### src/rtl/axi_pkg.sv
// Shared AXI4 encodings, cache access-type codes and master FSM state type.
package axi_pkg;

  localparam logic [1:0] AXI_BURST_INCR  = 2'b01;
  localparam logic [2:0] AXI_SIZE_WORD   = 3'b010;

  localparam logic [1:0] AXI_RESP_OKAY   = 2'b00;
  localparam logic [1:0] AXI_RESP_EXOKAY = 2'b01;
  localparam logic [1:0] AXI_RESP_SLVERR = 2'b10;
  localparam logic [1:0] AXI_RESP_DECERR = 2'b11;

  // Mirrors the cache's access-type encoding
  localparam logic [2:0] CACHE_BYTE      = 3'b000;
  localparam logic [2:0] CACHE_HWORD     = 3'b001;
  localparam logic [2:0] CACHE_WORD      = 3'b010;
  localparam logic [2:0] CACHE_BYTE_U    = 3'b100;
  localparam logic [2:0] CACHE_HWORD_U   = 3'b101;

  typedef enum logic [2:0] {
    StIdle,
    StAr,
    StR,
    StAww,
    StB,
    StDrain
  } axi_mst_state_e;

endpackage

### src/rtl/axi_wstrb_gen.sv
// Byte-lane strobe from cache access type and low address bits.
module axi_wstrb_gen
  import axi_pkg::*;
(
  input  logic [2:0] acc_type,
  input  logic [1:0] addr_lo,
  output logic [3:0] wstrb
);

  always_comb begin
    wstrb = 4'h0;
    case (acc_type)
      CACHE_BYTE, CACHE_BYTE_U:   wstrb = 4'b0001 << addr_lo;
      CACHE_HWORD, CACHE_HWORD_U: wstrb = 4'b0011 << {addr_lo[1], 1'b0};
      CACHE_WORD:                 wstrb = 4'hF;
      default:                    wstrb = 4'h0;
    endcase
  end

endmodule

### src/rtl/l1d_axi_master.sv
// L1 data cache memory port: one word request at a time as a single-beat AXI4 transaction.
module l1d_axi_master
  import axi_pkg::*;
#(
  parameter logic [3:0]  AXI_ID = 4'd1,
  parameter int unsigned ADDR_W = 32,
  parameter int unsigned DATA_W = 32
) (
  input  logic              clk,
  input  logic              rst,
  input  logic              D_req,
  input  logic [ADDR_W-1:0] D_addr,
  input  logic              D_write,
  input  logic [DATA_W-1:0] D_in,
  input  logic [2:0]        D_type,
  output logic [DATA_W-1:0] D_out,
  output logic              D_wait,
  output logic              bus_err,
  output logic [3:0]        ARID,
  output logic [ADDR_W-1:0] ARADDR,
  output logic [3:0]        ARLEN,
  output logic [2:0]        ARSIZE,
  output logic [1:0]        ARBURST,
  output logic              ARVALID,
  input  logic              ARREADY,
  input  logic [3:0]        RID,
  input  logic [DATA_W-1:0] RDATA,
  input  logic [1:0]        RRESP,
  input  logic              RLAST,
  input  logic              RVALID,
  output logic              RREADY,
  output logic [3:0]        AWID,
  output logic [ADDR_W-1:0] AWADDR,
  output logic [3:0]        AWLEN,
  output logic [2:0]        AWSIZE,
  output logic [1:0]        AWBURST,
  output logic              AWVALID,
  input  logic              AWREADY,
  output logic [DATA_W-1:0] WDATA,
  output logic [3:0]        WSTRB,
  output logic              WLAST,
  output logic              WVALID,
  input  logic              WREADY,
  input  logic [3:0]        BID,
  input  logic [1:0]        BRESP,
  input  logic              BVALID,
  output logic              BREADY
);

  axi_mst_state_e    state_q;
  logic [ADDR_W-1:0] addr_q;
  logic [DATA_W-1:0] data_q;
  logic [2:0]        type_q;
  logic              write_q;
  logic              arvalid_q, rready_q, awvalid_q, wvalid_q, bready_q;
  logic              aw_done_q, w_done_q;

  logic ar_hs, r_hs, aw_hs, w_hs, b_hs, aww_both;
  logic r_complete, b_complete;
  logic unused_in;

  assign ar_hs    = arvalid_q & ARREADY;
  assign r_hs     = rready_q & RVALID;
  assign aw_hs    = awvalid_q & AWREADY;
  assign w_hs     = wvalid_q & WREADY;
  assign b_hs     = bready_q & BVALID;
  assign aww_both = write_q & (aw_done_q | aw_hs) & (w_done_q | w_hs);

  // A response only completes the request if the cache is still asking for it
  assign r_complete = (state_q == StR) & r_hs & D_req;
  assign b_complete = (state_q == StB) & b_hs & D_req;

  always_ff @(posedge clk or posedge rst) begin
    if (rst) begin
      state_q   <= StIdle;
      addr_q    <= '0;
      data_q    <= '0;
      type_q    <= '0;
      write_q   <= 1'b0;
      arvalid_q <= 1'b0;
      rready_q  <= 1'b0;
      awvalid_q <= 1'b0;
      wvalid_q  <= 1'b0;
      bready_q  <= 1'b0;
      aw_done_q <= 1'b0;
      w_done_q  <= 1'b0;
    end else if (state_q == StIdle) begin
      if (D_req) begin
        addr_q  <= D_addr;
        data_q  <= D_in;
        type_q  <= D_type;
        write_q <= D_write;
        if (D_write) begin
          awvalid_q <= 1'b1;
          wvalid_q  <= 1'b1;
          state_q   <= StAww;
        end else begin
          arvalid_q <= 1'b1;
          state_q   <= StAr;
        end
      end
    end else begin
      // Channel progress is identical whether the request is live or being drained
      if (ar_hs) begin
        arvalid_q <= 1'b0;
        rready_q  <= 1'b1;
      end
      if (r_hs) rready_q <= 1'b0;
      if (aw_hs) begin
        awvalid_q <= 1'b0;
        aw_done_q <= 1'b1;
      end
      if (w_hs) begin
        wvalid_q <= 1'b0;
        w_done_q <= 1'b1;
      end
      if (aww_both) begin
        aw_done_q <= 1'b0;
        w_done_q  <= 1'b0;
        bready_q  <= 1'b1;
      end
      if (b_hs) bready_q <= 1'b0;

      if (r_hs || b_hs)                      state_q <= StIdle;
      else if (!D_req)                       state_q <= StDrain;
      else if (state_q == StAr && ar_hs)     state_q <= StR;
      else if (state_q == StAww && aww_both) state_q <= StB;
    end
  end

  axi_wstrb_gen u_wstrb (
    .acc_type (type_q),
    .addr_lo  (addr_q[1:0]),
    .wstrb    (WSTRB)
  );

  assign D_wait  = ((state_q != StIdle) | D_req) & ~(r_complete | b_complete);
  assign D_out   = r_complete ? RDATA : '0;
  assign bus_err = (r_complete & (RRESP != AXI_RESP_OKAY)) |
                   (b_complete & (BRESP != AXI_RESP_OKAY));

  assign ARID    = AXI_ID;
  assign ARADDR  = addr_q;
  assign ARLEN   = 4'd0;
  assign ARSIZE  = AXI_SIZE_WORD;
  assign ARBURST = AXI_BURST_INCR;
  assign ARVALID = arvalid_q;
  assign RREADY  = rready_q;

  assign AWID    = AXI_ID;
  assign AWADDR  = addr_q;
  assign AWLEN   = 4'd0;
  assign AWSIZE  = AXI_SIZE_WORD;
  assign AWBURST = AXI_BURST_INCR;
  assign AWVALID = awvalid_q;
  assign WDATA   = data_q;
  assign WLAST   = 1'b1;
  assign WVALID  = wvalid_q;
  assign BREADY  = bready_q;

  // IDs and RLAST are deliberately not checked
  assign unused_in = ^{RID, RLAST, BID};

endmodule

### config.mk
export PLATFORM = sky130hd
export DESIGN_NAME = l1d_axi_master
export DESIGN_NICKNAME = d
export VERILOG_FILES = /design/src/rtl/axi_pkg.sv /design/src/rtl/axi_wstrb_gen.sv /design/src/rtl/l1d_axi_master.sv
export SDC_FILE = /design/constraint.sdc
export NUM_CORES = 1
export LEC_CHECK = 0
export ABC_CLOCK_PERIOD_IN_PS = 3200
export CORE_MARGIN = 4
export CORE_UTILIZATION = 30
export DETAILED_ROUTE_END_ITERATION = 16
export PLACE_DENSITY = 0.82
export SLEW_MARGIN = 10
export SYNTH_ARGS = -nofsm -noshare
export SYNTH_HDL_FRONTEND = slang
export SYNTH_SLANG_ARGS = --single-unit
### constraint.sdc
create_clock -name clk -period 3.2 [get_ports clk]
set_input_delay 0.32 -clock clk [delete_from_list [all_inputs] [get_ports clk]]
set_output_delay 0.32 -clock clk [all_outputs]
set_load 0.01 [all_outputs]
==> impl_metrics.json <==
{
  "grt_pass1_wl_um": 17200,
  "fin_skew_ns": 0.00667,
  "insertion_delay_ns": 0.34,
  "synth_area_per_cell_um2": 8.55,
  "first_pass_iters": 4,
  "core_um2": 12700,
  "synth-seq-area-share_pct": 50.0,
  "cpMaxStageDelayCell": "clkdlybuf4s50_1",
  "final_nets": 790,
  "synth.most_common_cell": "nand2_1",
  "slowest_delay_ns": 0.70,
  "grt_max_degree": 48,
  "grt_use_total_pct": 14.7,
  "routabilityCongestion": 0.728,
  "initial_core_util_pct": 30.8,
  "syn2layout_area_growth_pct": 65.6,
  "syn_area_um2": 3910,
  "synth_flop_cell": "dfrtp_1",
  "synth_common_cells": "nand2_1 (208), dfrtp_1 (78), buf_4 (59), and2_1 (32), buf_6 (9)",
  "cts_buffers": 9,
  "synth.top_cell.area_share_pct": 50.0,
  "n_antenna_cell": 0,
  "critical_path.most_common_cell": "clkdlybuf4s50_1",
  "die_h_um": 122,
  "cp_max_fo": 34,
  "drive_above_1_share_pct": 4.30,
  "async_flop_share_pct": 100,
  "place_ws_ns": 0.623,
  "end_kind": "output port",
  "cts.clk_slew.worst_paths_ns": 0.06,
  "leakagePower_nw": 2.99,
  "setup_ws_ns": 0.615,
  "drcViolationCount": 0,
  "finish.utilization_pct": 51.1,
  "drtIter0Drc": 175,
  "clock-root-buffer": "clkbuf_16",
  "clockBufferDepth": 2,
  "yosys_warnings": 0,
  "finalInstanceArea_um2": 6470,
  "grt_pass1_vias": 3372,
  "die_area_um2": 14900,
  "worstMarginPinSlew_ns": 0.542,
  "vias": 3575,
  "max-slew-margin-rel_pct": 63.8,
  "placement.io_buffers": 250,
  "fin_setup_tns_ns": 0,
  "die_x_um": 122,
  "holdWs_ns": 0.329,
  "crit_path_cell_trace": "clkdlybuf4s50_1 > nand2b_4 > nor2_1 > buf_4 > and2_1 > clkdlybuf4s50_1",
  "crit_path_start_kind": "input pin",
  "drtAntennaViolNets": 0,
  "crit_type": "input pin to output port",
  "yosys.area.top_type": "dfrtp_1",
  "setup_viol": 0,
  "fin_crit_ns": 2.59,
  "drv_cap": 0,
  "io_pins": 287,
  "placed_area_um2": 6180,
  "ys_ff_latch": 78,
  "status": "finished, final reports clean",
  "drt-total-wl_um": 11500,
  "rsz0062_at_grt": "no",
  "ir_worst_vdd_uv": 209,
  "fin_crit_sh_pct": 80.8,
  "htree_levels": 3,
  "gr-total-overflow": 0,
  "cts-hold-fix-buffers": 0,
  "synthTopCellsByArea": "dfrtp_1 (50%), nand2_1 (20%), buf_4 (11%), and2_1 (5.1%), buf_6 (2.6%)",
  "numClockSinks": 78,
  "antenna_found_initial": 0,
  "crit_buf_inv": 3,
  "p_per_area_nw_per_um2": 376,
  "fp-row-count": 41,
  "cts_resized": 0,
  "yosysUniqueCellTypes": 33,
  "vias_per_cell": 4.23,
  "required_ns": 2.88,
  "hp-class": "input pin to asynchronous set/reset pin",
  "synthCells": 457,
  "cp.arrival_ns": 2.27,
  "hold_violations": 0,
  "hpwl_um": 8930,
  "crit_family": "buffers and inverters",
  "synth_edf_count": 0,
  "maxSlewViolCount": 0,
  "fmax_mhz": 387,
  "tritoncts": "yes",
  "cts_setup_buffers": 0,
  "avgRoutedWirePerCell_um": 13.6
}
report_power, final:
group	internal (mW)	switching [mW]	leakage, nW
combinational	0.256	0.148	1.85
sequential	1.03	0.0333	1.00
clock	0.550	0.410	0.139
total	1.84	0.592	2.99
layer usage:
| metal | vias up | GRT usage [%] | wire (µm) |
|---|---|---|---|
| li1 | 1764 | - | - |
| met1 | 1634 | 17.5 | 4460 |
| met2 | 160 | 24.2 | 5610 |
| met3 | 17 | 5.06 | 1170 |
| met4 | 0 | 6.37 | 257 |
| met5 | - | 0 | 0 |
stage by stage:
stage | power (mW) | cells
after floorplan | 1.25 | 482
after global placement | 1.49 | 830
after detailed placement | 1.49 | 830
after CTS | 2.47 | 846
after global routing | 2.56 | 846
final | 2.43 | 846
layout make-up:
type / count / area (µm²)
Sequential cell: 78 / 1950
Inverter: 3 / 12.5
Fill cell: 1201 / 6200
Clock inverter: 6 / 47.5
Tap cell: 172 / 215
Clock buffer: 10 / 239
Multi-Input combinational cell: 321 / 1440
Timing Repair Buffer: 256 / 2560
sequential cells by signal, indices dropped and copies added (netlist names):
register   flops
WDATA         32
ARVALID        1
RREADY         1
w_done_q       1
BREADY         1
type_q         3
ARADDR        32
write_q        1
state_q        3
AWVALID        1
aw_done_q      1
WVALID         1
cell usage in the layout, fill, tap and decap left out, drive strengths merged, types with 2 or more instances in the layout:
cell           Yosys  layout
nand2            208     208
buf               74       6
clkdlybuf4s50      0     250
nor3               5       5
nand3b             2       2
and2              32      32
clkinv             0       6
a31oi              5       5
o31ai              4       4
o21ai              6       6
nor2               8       8
inv                3       2
clkbuf             6      10
nand3              2       2
nand4b             2       2
dfrtp             78      78
conb               2      27
a21oi              7       7
final timing paths:
path                       startpoint         end  slack [ns]  depth (start not counted)
max                             D_req   D_out[20]        0.61                          6
min                               rst   ARADDR[5]        0.33                          2
max reg2reg                state_q[1]  ARADDR[18]        1.41                          5
min reg2reg                 type_q[2]   type_q[2]        0.47                          2
max in group asynchronous         rst   WDATA[22]        2.08                          3
min in group clk            type_q[2]   type_q[2]        0.47                          2
cell families (layout without fill, tap and decap cells):
| logic type | count (synthesis) | after routing | synth area share, % |
|---|---|---|---|
| compound gates | 29 | 29 | 4.71 |
| buf+inv | 83 | 275 | 15.6 |
| flops | 78 | 78 | 50.0 |
| mux | 2 | 2 | 0.641 |
| other cells | 2 | 27 | 0.192 |
| simple gates | 263 | 263 | 28.9 |
(Power assumes the default switching activity.)
